==> src/rtl/instr_loader_pkg.sv <==
// Shared types and constants for the byte-stream instruction loader.
package instr_loader_pkg;

  localparam int BYTES_PER_WORD = 4;

  typedef enum logic [1:0] {
    ST_IDLE  = 2'd0,
    ST_RECV  = 2'd1,
    ST_WRITE = 2'd2,
    ST_DONE  = 2'd3
  } state_t;

endpackage

==> src/rtl/word_packer.sv <==
// Assembles little-endian bytes into one instruction word; flags the fourth byte.
module word_packer
  import instr_loader_pkg::*;
#(
  parameter int INSTR_WIDTH = 32
) (
  input  logic                   clk,
  input  logic                   rst_n,
  input  logic                   clear,
  input  logic                   load,
  input  logic [7:0]             byte_data,
  output logic [INSTR_WIDTH-1:0] word,
  output logic                   word_full
);

  localparam int IDX_W = $clog2(BYTES_PER_WORD);

  logic [IDX_W-1:0] byte_index;

  // High on the transfer that completes the word, so the FSM can leave RECV on that edge.
  assign word_full = load && (byte_index == IDX_W'(BYTES_PER_WORD - 1));

  always_ff @(posedge clk or negedge rst_n) begin
    if (!rst_n) begin
      byte_index <= '0;
      word       <= '0;
    end else if (clear) begin
      byte_index <= '0;
      word       <= '0;
    end else if (load) begin
      word[8*byte_index +: 8] <= byte_data;
      byte_index              <= byte_index + 1'b1;
    end
  end

endmodule

==> src/rtl/instr_loader.sv <==
// Loads a program from a byte stream into instruction memory, holding the CPU in reset meanwhile.
module instr_loader
  import instr_loader_pkg::*;
#(
  parameter int ADDR_WIDTH  = 32,
  parameter int INSTR_WIDTH = 32,
  parameter int MAX_WORDS   = 256
) (
  input  logic                   clk,
  input  logic                   rst_n,
  input  logic                   start,
  input  logic [ADDR_WIDTH-1:0]  word_count,
  input  logic                   byte_valid,
  input  logic [7:0]             byte_data,
  output logic                   byte_ready,
  output logic                   wr_en,
  output logic [ADDR_WIDTH-1:0]  wr_addr,
  output logic [INSTR_WIDTH-1:0] wr_data,
  output logic                   busy,
  output logic                   cpu_rst,
  output logic                   done,
  output logic                   error
);

  localparam logic [ADDR_WIDTH-1:0] MAX_WC = ADDR_WIDTH'(MAX_WORDS);

  state_t                  state;
  logic [ADDR_WIDTH-1:0]   count_q;
  logic [ADDR_WIDTH-3:0]   word_index;
  logic                    error_q;
  logic                    start_ok;
  logic                    pk_clear;
  logic                    pk_load;
  logic                    word_full;
  logic                    last_word;

  assign start_ok  = start && (word_count != '0) && (word_count <= MAX_WC);
  assign pk_clear  = (state == ST_IDLE) && start_ok;
  assign pk_load   = (state == ST_RECV) && byte_valid;
  assign last_word = (({2'b00, word_index} + ADDR_WIDTH'(1)) == count_q);

  word_packer #(
    .INSTR_WIDTH (INSTR_WIDTH)
  ) u_packer (
    .clk       (clk),
    .rst_n     (rst_n),
    .clear     (pk_clear),
    .load      (pk_load),
    .byte_data (byte_data),
    .word      (wr_data),
    .word_full (word_full)
  );

  always_ff @(posedge clk or negedge rst_n) begin
    if (!rst_n) begin
      state      <= ST_IDLE;
      count_q    <= '0;
      word_index <= '0;
      error_q    <= 1'b0;
    end else begin
      error_q <= 1'b0;
      case (state)
        ST_IDLE: begin
          if (start) begin
            if (word_count == '0) begin
              state <= ST_DONE;
            end else if (word_count > MAX_WC) begin
              error_q <= 1'b1;
            end else begin
              count_q    <= word_count;
              word_index <= '0;
              state      <= ST_RECV;
            end
          end
        end
        ST_RECV: begin
          if (word_full) state <= ST_WRITE;
        end
        ST_WRITE: begin
          if (last_word) begin
            state <= ST_DONE;
          end else begin
            word_index <= word_index + 1'b1;
            state      <= ST_RECV;
          end
        end
        ST_DONE: state <= ST_IDLE;
        default: state <= ST_IDLE;
      endcase
    end
  end

  // Control outputs decode directly from state so reset clears them without waiting for a clock.
  assign byte_ready = (state == ST_RECV);
  assign wr_en      = (state == ST_WRITE);
  assign wr_addr    = {word_index, 2'b00};
  assign busy       = (state != ST_IDLE);
  assign cpu_rst    = (state != ST_IDLE);
  assign done       = (state == ST_DONE);
  assign error      = error_q;

endmodule

==> config.mk <==
export PLATFORM = sky130hd
export DESIGN_NAME = instr_loader
export DESIGN_NICKNAME = d
export VERILOG_FILES = /design/src/rtl/instr_loader_pkg.sv /design/src/rtl/word_packer.sv /design/src/rtl/instr_loader.sv
export SDC_FILE = /design/constraint.sdc
export NUM_CORES = 1
export LEC_CHECK = 0
export BUFFER_PORTS_ARGS = -buffer_cell sky130_fd_sc_hd__buf_2
export CAP_MARGIN = 20
export CORE_MARGIN = 10
export CORE_UTILIZATION = 51
export DETAILED_ROUTE_END_ITERATION = 16
export GPL_TIMING_DRIVEN = 0
export PLACE_DENSITY = 0.81
export SETUP_SLACK_MARGIN = 0.2
export SLEW_MARGIN = 40
export SYNTH_ARGS = -nofsm -noshare
export SYNTH_HDL_FRONTEND = slang
export SYNTH_HIERARCHICAL = 1
export SYNTH_SLANG_ARGS = --single-unit
==> constraint.sdc <==
create_clock -name clk -period 2.8 [get_ports clk]
set_input_delay 0 -clock clk [delete_from_list [all_inputs] [get_ports clk]]
set_output_delay 0 -clock clk [all_outputs]
set_load 0.02 [all_outputs]
==> flow_metrics.env <==
export IMPL_status="finished, violations left"
export IMPL_violations="setup timing"
export IMPL_cp_required_ns=3.04
export IMPL_coreArea_sq_um=11400
export IMPL_cts_inserted_buffers=9
export IMPL_maxSlewViolCount=0
export IMPL_period_needed_ns=3.20
export IMPL_timing_final_crit_share_pct=114
export IMPL_overflow=0
export IMPL_worstPathArrival_ns=3.44
export IMPL_numClockSinks=99
export IMPL_via_count=6196
export IMPL_ios=114
export IMPL_clock_path_buffers=2
export IMPL_hold_viol=0
export IMPL_rsz0062_at_grt="true"
export IMPL_drv_cap=0
export IMPL_initial_utilization_pct=52.0
export IMPL_grt_pass1_vias=5967
export IMPL_die_x_um=128
export IMPL_dieArea_sq_um=16300
export IMPL_fmax_mhz=313
export IMPL_clock_root_buffer="clkbuf_16"
export IMPL_areaGrowthSynthToFinish_pct=39.9
export IMPL_ir_drop_uv=893
export IMPL_cts_tree="built"
export IMPL_drcViolationCount=0
export IMPL_avgViaCountPerCell=6.47
export IMPL_fin_cells=958
export IMPL_place_congestion=0.904
export IMPL_wl_per_cell_um=22.9
export IMPL_nFillCells=720
export IMPL_rows=39
export IMPL_synthSimpleGateAreaFrac_pct=25.5
export IMPL_synthTopCellsByArea="dfrtp_1 (42%), xnor2_1 (4.6%), a32o_1 (4.4%)"
export IMPL_final_util_pct=72.7
export IMPL_firstDrtPassIters=8
export IMPL_synthFlopType="dfrtp_1"
export IMPL_power_leakage_nw=3.98
export IMPL_synthTopCellsByCount="dfrtp_1 (99), nor2b_1 (37), nand2_1 (35)"
export IMPL_r2r_slack_ns=-0.40
export IMPL_cts_max_level=3
export IMPL_synth_top_area_share_pct=41.9
export IMPL_setup_viol=31
export IMPL_nNetsFinal=859
export IMPL_antenna_found_initial=0
export IMPL_yosys_area_share_adder_pct=1.27
export IMPL_syn_avg_cell_area_sq_um=10.0
export IMPL_worstSetupEndpointType="flip-flop"
export IMPL_yosysMostFrequentCell="dfrtp_1"
export IMPL_crit_fanout=10
export IMPL_cellPowerDensity_nw_per_um2=652
export IMPL_grt_first_pass_wirelength_um=31400
export IMPL_synthArstFlopShare_pct=100
export IMPL_grt_usage_pct=23.9
export IMPL_dieHeight_um=128
export IMPL_ys_seq_area_share_pct=41.9
export IMPL_worst_slew_pin_slew_ns=0.723
export IMPL_synth_xor_area_share_pct=5.93
export IMPL_dp_cells=846
export IMPL_crit_path_start_kind="flip-flop"
export IMPL_insertion_delay_ns=0.37
export IMPL_path_class="flip-flop to flip-flop"
export IMPL_synth_mux_area_fraction_pct=2.22
export IMPL_postSynthCellCount=590
export IMPL_timing_final_ws_setup_ns=-0.400
export IMPL_slew_limit_headroom_pct=51.8
export IMPL_final_setup_tns_ns=-9.81
export IMPL_ant_nets=0
export IMPL_layout_drive_gt1_share_pct=38.3
export IMPL_drt_iter0_markers=948
export IMPL_cts_clk_slew_worst_paths_ns=0.08
export IMPL_synth_top_family_by_area="simple AND/OR/NAND/NOR gates"
export IMPL_synth_compound_area_share_pct=17.3
export IMPL_p_total_mw=5.39
export IMPL_syn_area_sq_um=5910
export IMPL_synth_edff_count=0
export IMPL_hp_class="primary input to async pin"
export IMPL_ys_warnings_count=6
export IMPL_ys_ff_latch=99
export IMPL_dpl_hpwl_um=13100
export IMPL_drt_wl_total_um=22000
export IMPL_ys_types=71
export IMPL_synth_top_area_cell="dfrtp_1"
export IMPL_grt_max_degree=71
export IMPL_portBuffers=111
export IMPL_fin_worst_skew_ns=0.0132
## report_power, final
group / internal (mW) / switching (mW) / total (mW)
sequential: 1.68 / 0.188 / 1.87
combinational: 0.859 / 1.36 / 2.22
clock: 0.699 / 0.604 / 1.30
total: 3.24 / 2.15 / 5.39
## critical path, cell delays in order, from the launching register on
cell      delay, ns
dfrtp_1        0.41
buf_6          0.17
nand3_4        0.12
or4_4          0.57
buf_6          0.15
nand3b_1       0.09
nand4_1        0.14
nor4_2         0.41
and4_1         0.27
buf_6          0.14
nand2_8        0.10
buf_8          0.15
a221o_1        0.33
## sequential cells by signal, summed over array words and instances, names as in the netlist
name,count
word_index,30
state,2
error,1
u_packer/byte_index,2
u_packer/word,32
count_q,32
## timing repair
action / in CTS / in global routing
hold endpoints to repair: 132 / 0
gates resized for setup: 58 / 34
endpoints found under the setup margin: 31 / 39
buffers inserted: 55 / 17
gates cloned: 2 / 2
hold buffers: 19 / 0
pin swaps: 35 / 26
## cell families (layout without fill, tap and decap cells)
| logic type | after synthesis | in the layout |
|---|---|---|
| AND/OR/NAND/NOR | 253 | 253 |
| other | 1 | 3 |
| flip-flops | 99 | 99 |
| buffers and inverters | 68 | 291 |
| AO/OA/AOI/OAI | 111 | 111 |
| XOR/XNOR | 40 | 40 |
| multiplexers | 12 | 12 |
| adder cells (fa/ha/maj) | 6 | 6 |
## layout make-up
| class | instances | area, sq um | area share, % |
|---|---|---|---|
| sequential | 99 | 2490 | 30.1 |
| multi-input combinational | 424 | 3320 | 40.1 |
| buffer | 52 | 422 | 5.10 |
| clock buffer | 9 | 225 | 2.72 |
| tap | 143 | 179 | 2.16 |
| timing repair buffer | 207 | 1500 | 18.1 |
| antenna | 1 | 2.50 | 0.0303 |
| inverter | 16 | 60.1 | 0.726 |
| clock inverter | 7 | 75.1 | 0.908 |
## cells in the final DEF (no fill, tap or decap), drive strengths merged, types with 3 or more instances in the layout
cell and instances:
a21o 3, a21oi 10, a221o 22, a31oi 3, a32o 26, and2 6
and3 29, and4 3, buf 218, clkbuf 31, dfrtp 99, dlygate4sd3 19
ha 6, inv 18, mux2 9, mux2i 3, nand2 37, nand2b 4
nand3 30, nand4 15, nor2 23, nor2b 37, nor3 28, nor3b 3
nor4 25, o211ai 5, o21a 3, o21ai 10, o31ai 3, o32ai 9
or4 3, xnor2 31, xor2 9
## metrics by stage
step                cell area (sq um)  worst slack (ns)  hold WS, ns
floorplan                        5970           -0.0889       -0.296
global placement                 6710            -0.589        0.250
detailed placement               6740            -0.655       -0.133
CTS                              7960            -0.145       0.0733
global route                     8270            -0.390        0.101
finish                           8270            -0.400       0.0706
## routing by layer
layer  share of wire, %  vias to the layer above  track usage (%)
li1                   -                     2641                -
met1                 35                     2948             28.4
met2                 48                      478             39.1
met3                 12                      129             7.07
met4                4.8                        0             10.7
met5                  0                        -                0
## final timing paths
kind	start	end	depth (start not counted)
hold / removal	rst_n	count_q[10]	2
min in group clk	byte_valid	u_packer/byte_index[0]	5
max in group asynchronous	rst_n	word_index[4]	3
hold reg to reg	u_packer/word[9]	u_packer/word[9]	1
setup / recovery	word_index[6]	word_index[5]	12
setup reg to reg	word_index[6]	word_index[5]	12
No activity file was read; power rests on OpenSTA's default activity.
